===== src/rtl/ascii_time_cmd_parser_pkg.sv =====
// Shared constants, field widths and FSM encoding
// for the ASCII time-set frame parser.
package ascii_time_cmd_parser_pkg;

   localparam logic [7:0] ASCII_0     = 8'h30;
   localparam logic [7:0] ASCII_COLON = 8'h3A;
   localparam logic [7:0] ASCII_CR    = 8'h0D;
   localparam logic [7:0] ASCII_LF    = 8'h0A;
   localparam logic [7:0] ASCII_T     = 8'h54;

   localparam int HOUR_W = 5;
   localparam int MIN_W  = 6;
   localparam int SEC_W  = 6;
   localparam int TMO_W  = 27;

   typedef enum logic [3:0] {
      ST_IDLE,
      ST_H10,
      ST_H1,
      ST_C1,
      ST_M10,
      ST_M1,
      ST_C2,
      ST_S10,
      ST_S1,
      ST_EOL
   } state_t;

endpackage


===== src/rtl/ascii_digit_check.sv =====
// Decimal ASCII digit check: flags bytes '0'..('0'+max_digit)
// and returns the binary digit value.
module ascii_digit_check
   import ascii_time_cmd_parser_pkg::*;
(
   input  logic [7:0] data,
   input  logic [3:0] max_digit,
   output logic       is_ok,
   output logic [3:0] value
);

   logic [7:0] diff;

   // Bytes below '0' wrap to a large difference and fail the upper-nibble test
   always_comb begin
      diff  = data - ASCII_0;
      value = diff[3:0];
      is_ok = (diff[7:4] == 4'd0) && (diff[3:0] <= max_digit);
   end

endmodule


===== src/rtl/ascii_time_cmd_parser.sv =====
// Parses "THH:MM:SS<CR|LF>" frames from UART RX into binary time,
// with a load strobe on success and an error strobe on reject/timeout.
module ascii_time_cmd_parser
   import ascii_time_cmd_parser_pkg::*;
#(
   parameter logic [7:0]  HDR_CHAR    = ASCII_T,
   parameter logic [7:0]  SEP_CHAR    = ASCII_COLON,
   parameter logic [7:0]  EOL_CHAR    = ASCII_CR,
   parameter int unsigned TIMEOUT_CYC = 100_000_000
) (
   input  logic              clk,
   input  logic              reset,
   input  logic [7:0]        i_rx_data,
   input  logic              i_rx_done,
   output logic [HOUR_W-1:0] o_hour,
   output logic [MIN_W-1:0]  o_min,
   output logic [SEC_W-1:0]  o_sec,
   output logic              o_set_valid,
   output logic              o_frame_err,
   output logic              o_busy
);

   localparam logic [TMO_W-1:0] TMO_MAX = TMO_W'(TIMEOUT_CYC - 1);

   state_t            state, nxt;
   logic [TMO_W-1:0]  tmo_cnt;
   logic [3:0]        tens;
   logic [HOUR_W-1:0] hour_s;
   logic [MIN_W-1:0]  min_s;
   logic [SEC_W-1:0]  sec_s;

   logic [3:0] max_d;
   logic       dig_ok;
   logic [3:0] dig_val;
   logic [5:0] fld;
   logic       acc, rej, tmo;
   logic       ld_tens, ld_h, ld_m, ld_s;

   ascii_digit_check u_dig (
      .data      (i_rx_data),
      .max_digit (max_d),
      .is_ok     (dig_ok),
      .value     (dig_val)
   );

   // Next-state, per-byte accept/reject decisions and scratch load enables
   always_comb begin
      nxt     = state;
      acc     = 1'b0;
      rej     = 1'b0;
      tmo     = 1'b0;
      ld_tens = 1'b0;
      ld_h    = 1'b0;
      ld_m    = 1'b0;
      ld_s    = 1'b0;
      max_d   = 4'd9;
      fld     = 6'({3'd0, tens} * 7'd10 + {3'd0, dig_val});
      unique case (state)
         ST_H10:          max_d = 4'd2;
         ST_H1:           max_d = (tens == 4'd2) ? 4'd3 : 4'd9;
         ST_M10, ST_S10:  max_d = 4'd5;
         default:         max_d = 4'd9;
      endcase
      if (i_rx_done) begin
         unique case (state)
            ST_IDLE: if (i_rx_data == HDR_CHAR) nxt = ST_H10;
            ST_H10:  if (dig_ok) begin nxt = ST_H1; ld_tens = 1'b1; end
                     else rej = 1'b1;
            ST_H1:   if (dig_ok) begin nxt = ST_C1; ld_h = 1'b1; end
                     else rej = 1'b1;
            ST_C1:   if (i_rx_data == SEP_CHAR) nxt = ST_M10;
                     else rej = 1'b1;
            ST_M10:  if (dig_ok) begin nxt = ST_M1; ld_tens = 1'b1; end
                     else rej = 1'b1;
            ST_M1:   if (dig_ok) begin nxt = ST_C2; ld_m = 1'b1; end
                     else rej = 1'b1;
            ST_C2:   if (i_rx_data == SEP_CHAR) nxt = ST_S10;
                     else rej = 1'b1;
            ST_S10:  if (dig_ok) begin nxt = ST_S1; ld_tens = 1'b1; end
                     else rej = 1'b1;
            ST_S1:   if (dig_ok) begin nxt = ST_EOL; ld_s = 1'b1; end
                     else rej = 1'b1;
            ST_EOL:  if (i_rx_data == EOL_CHAR || i_rx_data == ASCII_LF) begin
                        nxt = ST_IDLE;
                        acc = 1'b1;
                     end else rej = 1'b1;
            default: nxt = ST_IDLE;
         endcase
         if (rej) nxt = (i_rx_data == HDR_CHAR) ? ST_H10 : ST_IDLE;
      end else if (state != ST_IDLE && tmo_cnt == TMO_MAX) begin
         tmo = 1'b1;
         nxt = ST_IDLE;
      end
   end

   // State, timeout counter, scratch fields and registered outputs
   always_ff @(posedge clk or negedge reset) begin
      if (!reset) begin
         state       <= ST_IDLE;
         tmo_cnt     <= '0;
         tens        <= '0;
         hour_s      <= '0;
         min_s       <= '0;
         sec_s       <= '0;
         o_hour      <= '0;
         o_min       <= '0;
         o_sec       <= '0;
         o_set_valid <= 1'b0;
         o_frame_err <= 1'b0;
      end else begin
         state <= nxt;
         if (i_rx_done || tmo || state == ST_IDLE) tmo_cnt <= '0;
         else                                       tmo_cnt <= tmo_cnt + 1'b1;
         if (ld_tens) tens   <= dig_val;
         if (ld_h)    hour_s <= fld[HOUR_W-1:0];
         if (ld_m)    min_s  <= fld[MIN_W-1:0];
         if (ld_s)    sec_s  <= fld[SEC_W-1:0];
         if (acc) begin
            o_hour <= hour_s;
            o_min  <= min_s;
            o_sec  <= sec_s;
         end
         o_set_valid <= acc;
         o_frame_err <= rej | tmo;
      end
   end

   assign o_busy = (state != ST_IDLE);

endmodule

===== config.mk =====
export PLATFORM = sky130hd
export DESIGN_NAME = ascii_time_cmd_parser
export DESIGN_NICKNAME = d
export VERILOG_FILES = /design/src/rtl/ascii_time_cmd_parser_pkg.sv /design/src/rtl/ascii_digit_check.sv /design/src/rtl/ascii_time_cmd_parser.sv
export SDC_FILE = /design/constraint.sdc
export NUM_CORES = 1
export LEC_CHECK = 0
export ABC_CLOCK_PERIOD_IN_PS = 3300
export CORE_ASPECT_RATIO = 0.9
export CORE_UTILIZATION = 30
export CTS_CLUSTER_DIAMETER = 80
export DETAILED_ROUTE_END_ITERATION = 10
export MAX_ROUTING_LAYER = met4
export SYNTH_ARGS = -nofsm -noshare
export SYNTH_HDL_FRONTEND = slang
export SYNTH_HIERARCHICAL = 1
export SYNTH_SLANG_ARGS = --single-unit

===== constraint.sdc =====
create_clock -name clk -period 3.3 [get_ports clk]
set_input_delay 0.66 -clock clk [delete_from_list [all_inputs] [get_ports clk]]
set_output_delay 0.66 -clock clk [all_outputs]
set_load 0.05 [all_outputs]

==> results by group, run 1 <==
Placed design
  – Weighted congestion at the end of routability-driven global placement: 0.8003
  – Post-place setup slack: 50.69 ps
  – Post-DP Area: 0.004170 mm2
  – Half-perimeter wire length of the detailed placement result: 5263 um
  – Cell total after placement: 515
  – Number of port buffers: 30

Clock network
  – Clock sink count: 71
  – Max clock buf depth: 2
  – Clock insertion delay at the later pin of the skew report: 330 ps
  – Post-CTS clock slew at the launch and capture registers of the worst setup and hold paths: 60 ps
  – Clock root cell: clkbuf_16
  – CTS H-tree depth: 3
  – TritonCTS buffer count: 9
  – CTS tree: yes

Synthesis
  – Post-synthesis cell area: 0.003672 mm2
  – Synthesized instance count: 332
  – Top-count cell post-synth: dfrtp_1
  – Biggest area contributors in the synthesized netlist: dfrtp_1 48%, mux2_2 7.7%, xnor2_1 5.0%
  – Syn Area/Cell: 11.06 um2
  – Commonest register cell after synthesis: dfrtp_1
  – Number of flops mapped to enable cells by yosys: 0
  – Number of library cell types mapped by synthesis: 56
  – Count of warnings emitted by yosys: 6
  – Most frequent cells after synthesis: 71 x dfrtp_1, 36 x nor2_1, 25 x mux2_2
  – Synthesized flop and latch total: 71
  – Area share of the largest cell type after synthesis: 48.38%
  – Register area share after synthesis: 48.38%
  – FFs w/ async S/R, synth: 100.0%
  – Library cell occupying the most area in the post-synthesis netlist: dfrtp_1
  – Total nets after synthesis: 355

Die
  – Number of cell rows: 37
  – Chip width: 118.6 um
  – Starting utilization of the core area: 31.48%
  – Vertical die dimension: 107.0 um
  – Area of the core: 0.01167 mm2
  – Die area: 0.01269 mm2
  – Number of ports placed on the die boundary: 31

Worst setup path
  – Category of the worst setup path launch point: flop
  – Critical path endpoint category: flop
  – Data required, critical path: 3520 ps
  – Cell depth of the worst setup path: 13
  – Crit-path cells: inv_2, or4_4, o21ai_1, nor3b_2, inv_1, ha_4, nor2b_1, o2111ai_1, and3_4, nand2_2, nor4_4, buf_4, mux2_2
  – Worst path max stage delay: 550 ps
  – Critical Path AT: 3350 ps
  – Cell with the largest stage delay on the worst path: or4_4
  – Largest delay share family, worst path: simple AND/OR/NAND/NOR gates
  – Number of buffer and inverter stages on the critical path: 3
  – Highest fanout seen on the critical path: 5
  – Depth of the most critical reg-to-reg path: 13
  – Critical Setup Path Class: reg2reg

Layout
  – Share of post-route cells with drive strength above 1: 19.89%
  – Antenna diode count: 0
  – Number of fillers in the final layout: 1153
  – Layout Cell Area excl Fill: 0.004544 mm2
  – Total area of multi-input combinational cells: 0.001794 mm2
  – Net count, final: 395
  – Area used by sequential logic in the layout: 0.001777 mm2
  – Synth-to-layout area growth: 23.75%
  – Post-layout instance count excluding filler cells: 533

Global routing
  – Vias in the first global route: 2636
  – GRT overflow: 0
  – Initial antenna violation count: 0
  – Largest net degree at the start of global routing: 42
  – Global-route wire length before repair: 13080 um
  – Global-route usage over all layers: 13.32%

STA
  – Setup Viol. Count Final: 0
  – Final max-slew violation count: 0
  – Time the worst path needs with I/O delays and setup: 3136 ps
  – Fin worst setup slack: 164.1 ps
  – Final hold viol count: 0
  – Peak Freq: 0.3189 GHz
  – Part of the cycle the worst path needs: 95.03%
  – Max-slew headroom at the worst pin: 49.44%
  – Tightest Pin Transition: 758.4 ps
  – Largest clock skew in the final design: 7.971 ps
  – Final-layout setup total negative slack: 0 ps

Route
  – Number of DRC markers in iteration 0: 133
  – First-pass detailed-route iteration total: 4
  – Detail Route Antenna Nets: 0
  – Wire length reported by the detailed router: 7585 um
  – Routed wire per std cell: 14.23 um
  – Count of unresolved DRC violations after routing: 0
  – Via/cell ratio: 4.777
  – Total number of vias: 2546

Min path
  – Worst min path class: in2async

Power and ir drop
  – Power density cells: 621.4 mW/mm2
  – Post-layout total power: 2.824 mW
  – Leakage power total: 1.967 nW
  – Maximum VDD drop: 0.3601 mV

Run status
  – Result of the run: completed

Job
  – Max-cap viol count: 0
[worst register-to-register path: cells and delay by family (launching register included)]
family	cells	cell delay, ps
flip-flops	1	390
buffers and inverters	3	350
adder cells (fa/ha/maj)	1	220
multiplexers	1	330
AO/OA/AOI/OAI	2	330
AND/OR/NAND/NOR	6	1390
[final timing paths]
check / slack [ps] / start / end
setup / recovery: 160 / tens[1]$_DFFE_PN0P_ / hour_s[3]$_DFFE_PN0P_
hold / removal: 400 / reset / o_frame_err$_DFF_PN0_
setup reg to reg: 160 / tens[1]$_DFFE_PN0P_ / hour_s[3]$_DFFE_PN0P_
hold reg to reg: 480 / tmo_cnt[0]$_DFF_PN0_ / tmo_cnt[0]$_DFF_PN0_
max in group asynchronous: 2230 / reset / tmo_cnt[21]$_DFF_PN0_
min in group clk: 480 / tmo_cnt[0]$_DFF_PN0_ / tmo_cnt[0]$_DFF_PN0_
[power breakdown]
part / switching, mW / total (mW) / internal [mW]
clock: 0.379 / 0.993 / 0.614
sequential: 0.0830 / 1.04 / 0.960
combinational: 0.425 / 0.788 / 0.363
total: 0.887 / 2.82 / 1.94
[registers in the layout, indices dropped and copies added, names as in the netlist]
signal and cells:
tens 4, o_min 6, sec_s 6, tmo_cnt 27, o_set_valid 1, o_frame_err 1, state 4, hour_s 5
o_hour 5, min_s 6, o_sec 6
[area by class of cell]
cell class | count | share of cell area [%]
Clock inverter | 5 | 1.432
Timing Repair Buffer | 43 | 9.196
Multi-Input combinational cell | 233 | 39.48
Tap cell | 156 | 4.295
Inverter | 14 | 1.156
Clock buffer | 11 | 5.341
Sequential cell | 71 | 39.10
[what timing repair did]
action | CTS | global route
resized for setup | 0 | 11
buffers inserted | 0 | 2
setup endpoints to repair | 0 | 19
endpoints found under the hold margin | 0 | 0
hold buffers | 0 | 0
[routing by layer]
layer  up-vias  global-route usage [%]  wire length, um
met5         -                       -                0
met4         0                   3.978               58
met3         8                   3.138              206
met2        38                   21.05             3576
met1      1259                   17.02             3743
li1       1241                       -                -
[kinds of logic after synthesis]
group	share of synthesized area, %
AO/OA/AOI/OAI	6.303
AND/OR/NAND/NOR	18.26
buffers and inverters	4.157
adder cells (fa/ha/maj)	4.293
XOR/XNOR	7.632
flip-flops	48.38
multiplexers	10.97
[layout by cell type, fill, tap and decap left out, types with 8 or more instances in the layout]
cell type	count
inv_1	13
xnor2_1	21
ha_1	10
nand3_1	8
clkdlybuf4s50_1	29
mux2_1	9
buf_4	11
clkbuf_16	9
nand2_1	14
mux2_2	25
nor3_1	8
xor2_1	11
nor2_1	36
dfrtp_1	71
[stage by stage]
step                      hold WS (ps)  util (%)
after CTS                        421.2     38.38
final                            397.0     38.95
after detailed placement         478.2     35.75
after global placement           472.0     35.75
after floorplan                  364.4         -
after global routing             455.7     38.95
Note: power is estimated with default switching activity, not from simulation.
==> inputs of run 2 (changes only) <==
TNS_END_PERCENT = 50   (was default)
==> results of run 2 <==
Final layout, timing and power as in run 1 (identical DEF).
==> inputs of run 3 (changes only) <==
CAP_MARGIN = 20   (was default)
GPL_TIMING_DRIVEN = 0   (was default)
SLEW_MARGIN = 20   (was default)
==> run 3 against run 2 <==
- count of clock-buffer cells in the layout is 1 lower
- die area stayed put
- largest power group is now clock
- clock skew is 2.2 ps lower
- highest routed layer unchanged
- combinational power is 8.2% higher
- fmax is 0.57% lower
==> results by group, run 3 (synthesis gave the netlist of run 1 again) <==
Run status
  – Result of the run: completed (unchanged)

STA
  – Tightest Pin Transition: 612.1 ps (was 758.4 ps)
  – Max-slew headroom at the worst pin: 58.62% (was 49.44%)
  – Final max-slew violation count: 0 (unchanged)
  – Final hold viol count: 0 (unchanged)
  – Time the worst path needs with I/O delays and setup: 3154 ps (was 3136 ps)
  – Worst hold margin: 222.9 ps (was 397.0 ps)
  – Setup repair after global routing missed its margin: no
  – Part of the cycle the worst path needs: 95.57% (was 95.03%)
  – Setup Viol. Count Final: 0 (unchanged)
  – Largest clock skew in the final design: 5.749 ps (was 7.971 ps)
  – Peak Freq: 0.3171 GHz (was 0.3189 GHz)

Clock network
  – Clock sink count: 71 (unchanged)
  – Clock root cell: clkbuf_16 (unchanged)
  – Clock insertion delay at the later pin of the skew report: 330 ps (about the same)
  – Cts-stage hold buffer count: 0 (unchanged)
  – Max clock buf depth: 2 (unchanged)
  – CTS H-tree depth: 3 (unchanged)
  – Post-CTS clock slew at the launch and capture registers of the worst setup and hold paths: 60 ps (about the same)
  – CTS tree: yes (unchanged)
  – TritonCTS buffer count: 9 (unchanged)

Die
  – Area of the core: 0.01167 mm2 (unchanged)
  – Number of cell rows: 37 (unchanged)
  – Vertical die dimension: 107.0 um (unchanged)
  – Chip width: 118.6 um (unchanged)
  – Die area: 0.01269 mm2 (unchanged)
  – Starting utilization of the core area: 31.48% (unchanged)
  – Number of ports placed on the die boundary: 31 (unchanged)

Power and ir drop
  – Maximum VDD drop: 0.4066 mV (was 0.3601 mV)
  – Power density cells: 638.0 mW/mm2 (was 621.4 mW/mm2)
  – Switching part of the total: 29.38% (was 31.41%)
  – Clock network fraction of design power: 37.0% (was 35.2%)
  – Gate power share: 28.6% (was 27.9%)
  – Share of total power in sequential cells: 34.3% (was 36.9%)
  – Post-layout total power: 2.979 mW (was 2.824 mW)
  – Internal power summed over all cells: 2.104 mW (was 1.937 mW)
  – Leakage power total: 2.043 nW (was 1.967 nW)
  – Switching pwr: 0.8752 mW (was 0.8870 mW)

Worst setup path
  – Critical path endpoint category: flop (unchanged)
  – Critical Path AT: 3360 ps (was 3350 ps)
  – Cell depth of the worst setup path: 13 (unchanged)
  – Worst path max stage delay: 560 ps (was 550 ps)
  – Data required, critical path: 3510 ps (was 3520 ps)
  – Highest fanout seen on the critical path: 5 (unchanged)
  – Number of buffer and inverter stages on the critical path: 3 (unchanged)
  – Critical Setup Path Class: reg2reg (unchanged)
  – Category of the worst setup path launch point: flop (unchanged)
  – Largest delay share family, worst path: simple AND/OR/NAND/NOR gates (unchanged)
  – Cell with the largest stage delay on the worst path: or4_4 (unchanged)
  – Crit-path cells: inv_2, or4_4, o21ai_2, nor3b_2, inv_1, ha_4, nor2b_1, o2111ai_1, and3_4, nand2_4, nor4_4, buf_6, mux2_2 (was inv_2, or4_4, o21ai_1, nor3b_2, inv_1, ha_4, nor2b_1, o2111ai_1, and3_4, nand2_2, nor4_4, buf_4, mux2_2)
  – Depth of the most critical reg-to-reg path: 13 (unchanged)

Layout
  – Synth-to-layout area growth: 27.16% (was 23.75%)
  – Most used cells in the layout excluding fill and tap cells: 71 x dfrtp_1, 35 x nor2_1, 29 x clkdlybuf4s50_1 (was 71 x dfrtp_1, 36 x nor2_1, 29 x clkdlybuf4s50_1)
  – Share of post-route cells with drive strength above 1: 21.82% (was 19.89%)
  – Final core utilization: 40.03% (was 38.95%)
  – Number of fillers in the final layout: 1130 (was 1153)
  – Antenna diode count: 0 (unchanged)
  – Number of flip-flops under the largest register name: 27 (unchanged)
  – Post-layout instance count excluding filler cells: 541 (was 533)
  – Most common cell after layout, fill and taps aside: dfrtp_1 (unchanged)
  – Net count, final: 403 (was 395)
  – Top register by number of flip-flops: tmo_cnt (unchanged)

Placed design
  – Weighted congestion at the end of routability-driven global placement: 0.8262 (was 0.8003)
  – Number of port buffers: 30 (unchanged)
  – Half-perimeter wire length of the detailed placement result: 5270 um (was 5263 um)
  – Cell total after placement: 519 (was 515)

Global routing
  – Vias in the first global route: 2671 (was 2636)
  – Largest net degree at the start of global routing: 52 (was 42)
  – GRT overflow: 0 (unchanged)
  – Initial antenna violation count: 0 (unchanged)
  – Global-route usage over all layers: 12.96% (was 13.32%)
  – Global-route wire length before repair: 12880 um (was 13080 um)

Route
  – Via/cell ratio: 4.762 (was 4.777)
  – Total number of vias: 2576 (was 2546)
  – Detail Route Antenna Nets: 0 (unchanged)
  – Routed wire per std cell: 13.69 um (was 14.23 um)
  – First-pass detailed-route iteration total: 4 (unchanged)
  – Number of DRC markers in iteration 0: 108 (was 133)
  – Count of unresolved DRC violations after routing: 0 (unchanged)
  – Wire length reported by the detailed router: 7407 um (was 7585 um)

Job
  – Max-cap viol count: 0 (unchanged)

Min path
  – Worst min path class: in2async (unchanged)
[run 3: cell types whose count changed in the layout (fill, tap and decap cells not counted), moves of 2 or more]
cell	previous run	this run
buf_12	2	0
buf_6	0	3
clkinv_4	2	0
buf_4	11	14
clkinv_2	0	2
inv_6	2	0
bufinv_16	1	3
[run 3: layout make-up]
type / count / area, um2 / area share (%)
Inverter: 14 / 52.55 / 1.125
Clock inverter: 6 / 107.6 / 2.304
Sequential cell: 71 / 1777 / 38.05
Timing Repair Buffer: 37 / 374.1 / 8.012
Tap cell: 156 / 195.2 / 4.180
Buffer: 14 / 100.1 / 2.144
Multi-Input combinational cell: 233 / 1824 / 39.07
Clock buffer: 10 / 239.0 / 5.118
[run 3: layer usage]
| layer | GRT usage [%] | vias to the layer above | share of wire [%] |
|---|---|---|---|
| met3 | 3.830 | 9 | 3.9 |
| met4 | 2.712 | 0 | 1.0 |
| met5 | - | - | 0 |
| met2 | 20.63 | 44 | 47 |
| li1 | - | 1249 | - |
| met1 | 16.37 | 1274 | 48 |
[run 3: final timing paths]
path	to	from	slack, ps
worst max-delay path	hour_s[3]$_DFFE_PN0P_	tens[1]$_DFFE_PN0P_	150
max in group asynchronous	tmo_cnt[1]$_DFF_PN0_	reset	2530
worst max register to register	hour_s[3]$_DFFE_PN0P_	tens[1]$_DFFE_PN0P_	150
worst min-delay path	tmo_cnt[8]$_DFF_PN0_	reset	220
min in group clk	o_hour[0]$_DFFE_PN0P_	o_hour[0]$_DFFE_PN0P_	480
worst min register to register	o_hour[0]$_DFFE_PN0P_	o_hour[0]$_DFFE_PN0P_	480
[run 3: what timing repair did]
item                                   in CTS  in global routing
buffers inserted                            4                  2
endpoints found under the hold margin       0                  0
setup endpoints to repair                  20                 23
resized for setup                          10                  8
pin swaps                                   3                  1
[run 3: power groups by stage]
stage / sequential [mW] / combinational (mW) / clock (mW)
2_1_floorplan: 1.03 / 0.566 / 0
3_3_place_gp: 1.03 / 0.756 / 0
3_5_place_dp: 1.04 / 0.776 / 0
4_1_cts: 1.02 / 0.798 / 1.13
5_1_grt: 1.04 / 0.953 / 1.17
6_report: 1.02 / 0.853 / 1.10
[run 3: metrics by stage]
step                cell area [um2]  TNS, ps  setup WS, ps
detailed placement             4193    -3682        -230.5
floorplan                      3672        0         177.4
CTS                            4622        0         11.85
finish                         4669        0         146.3
global placement               4168   -67200        -919.5
global route                   4669        0         12.98
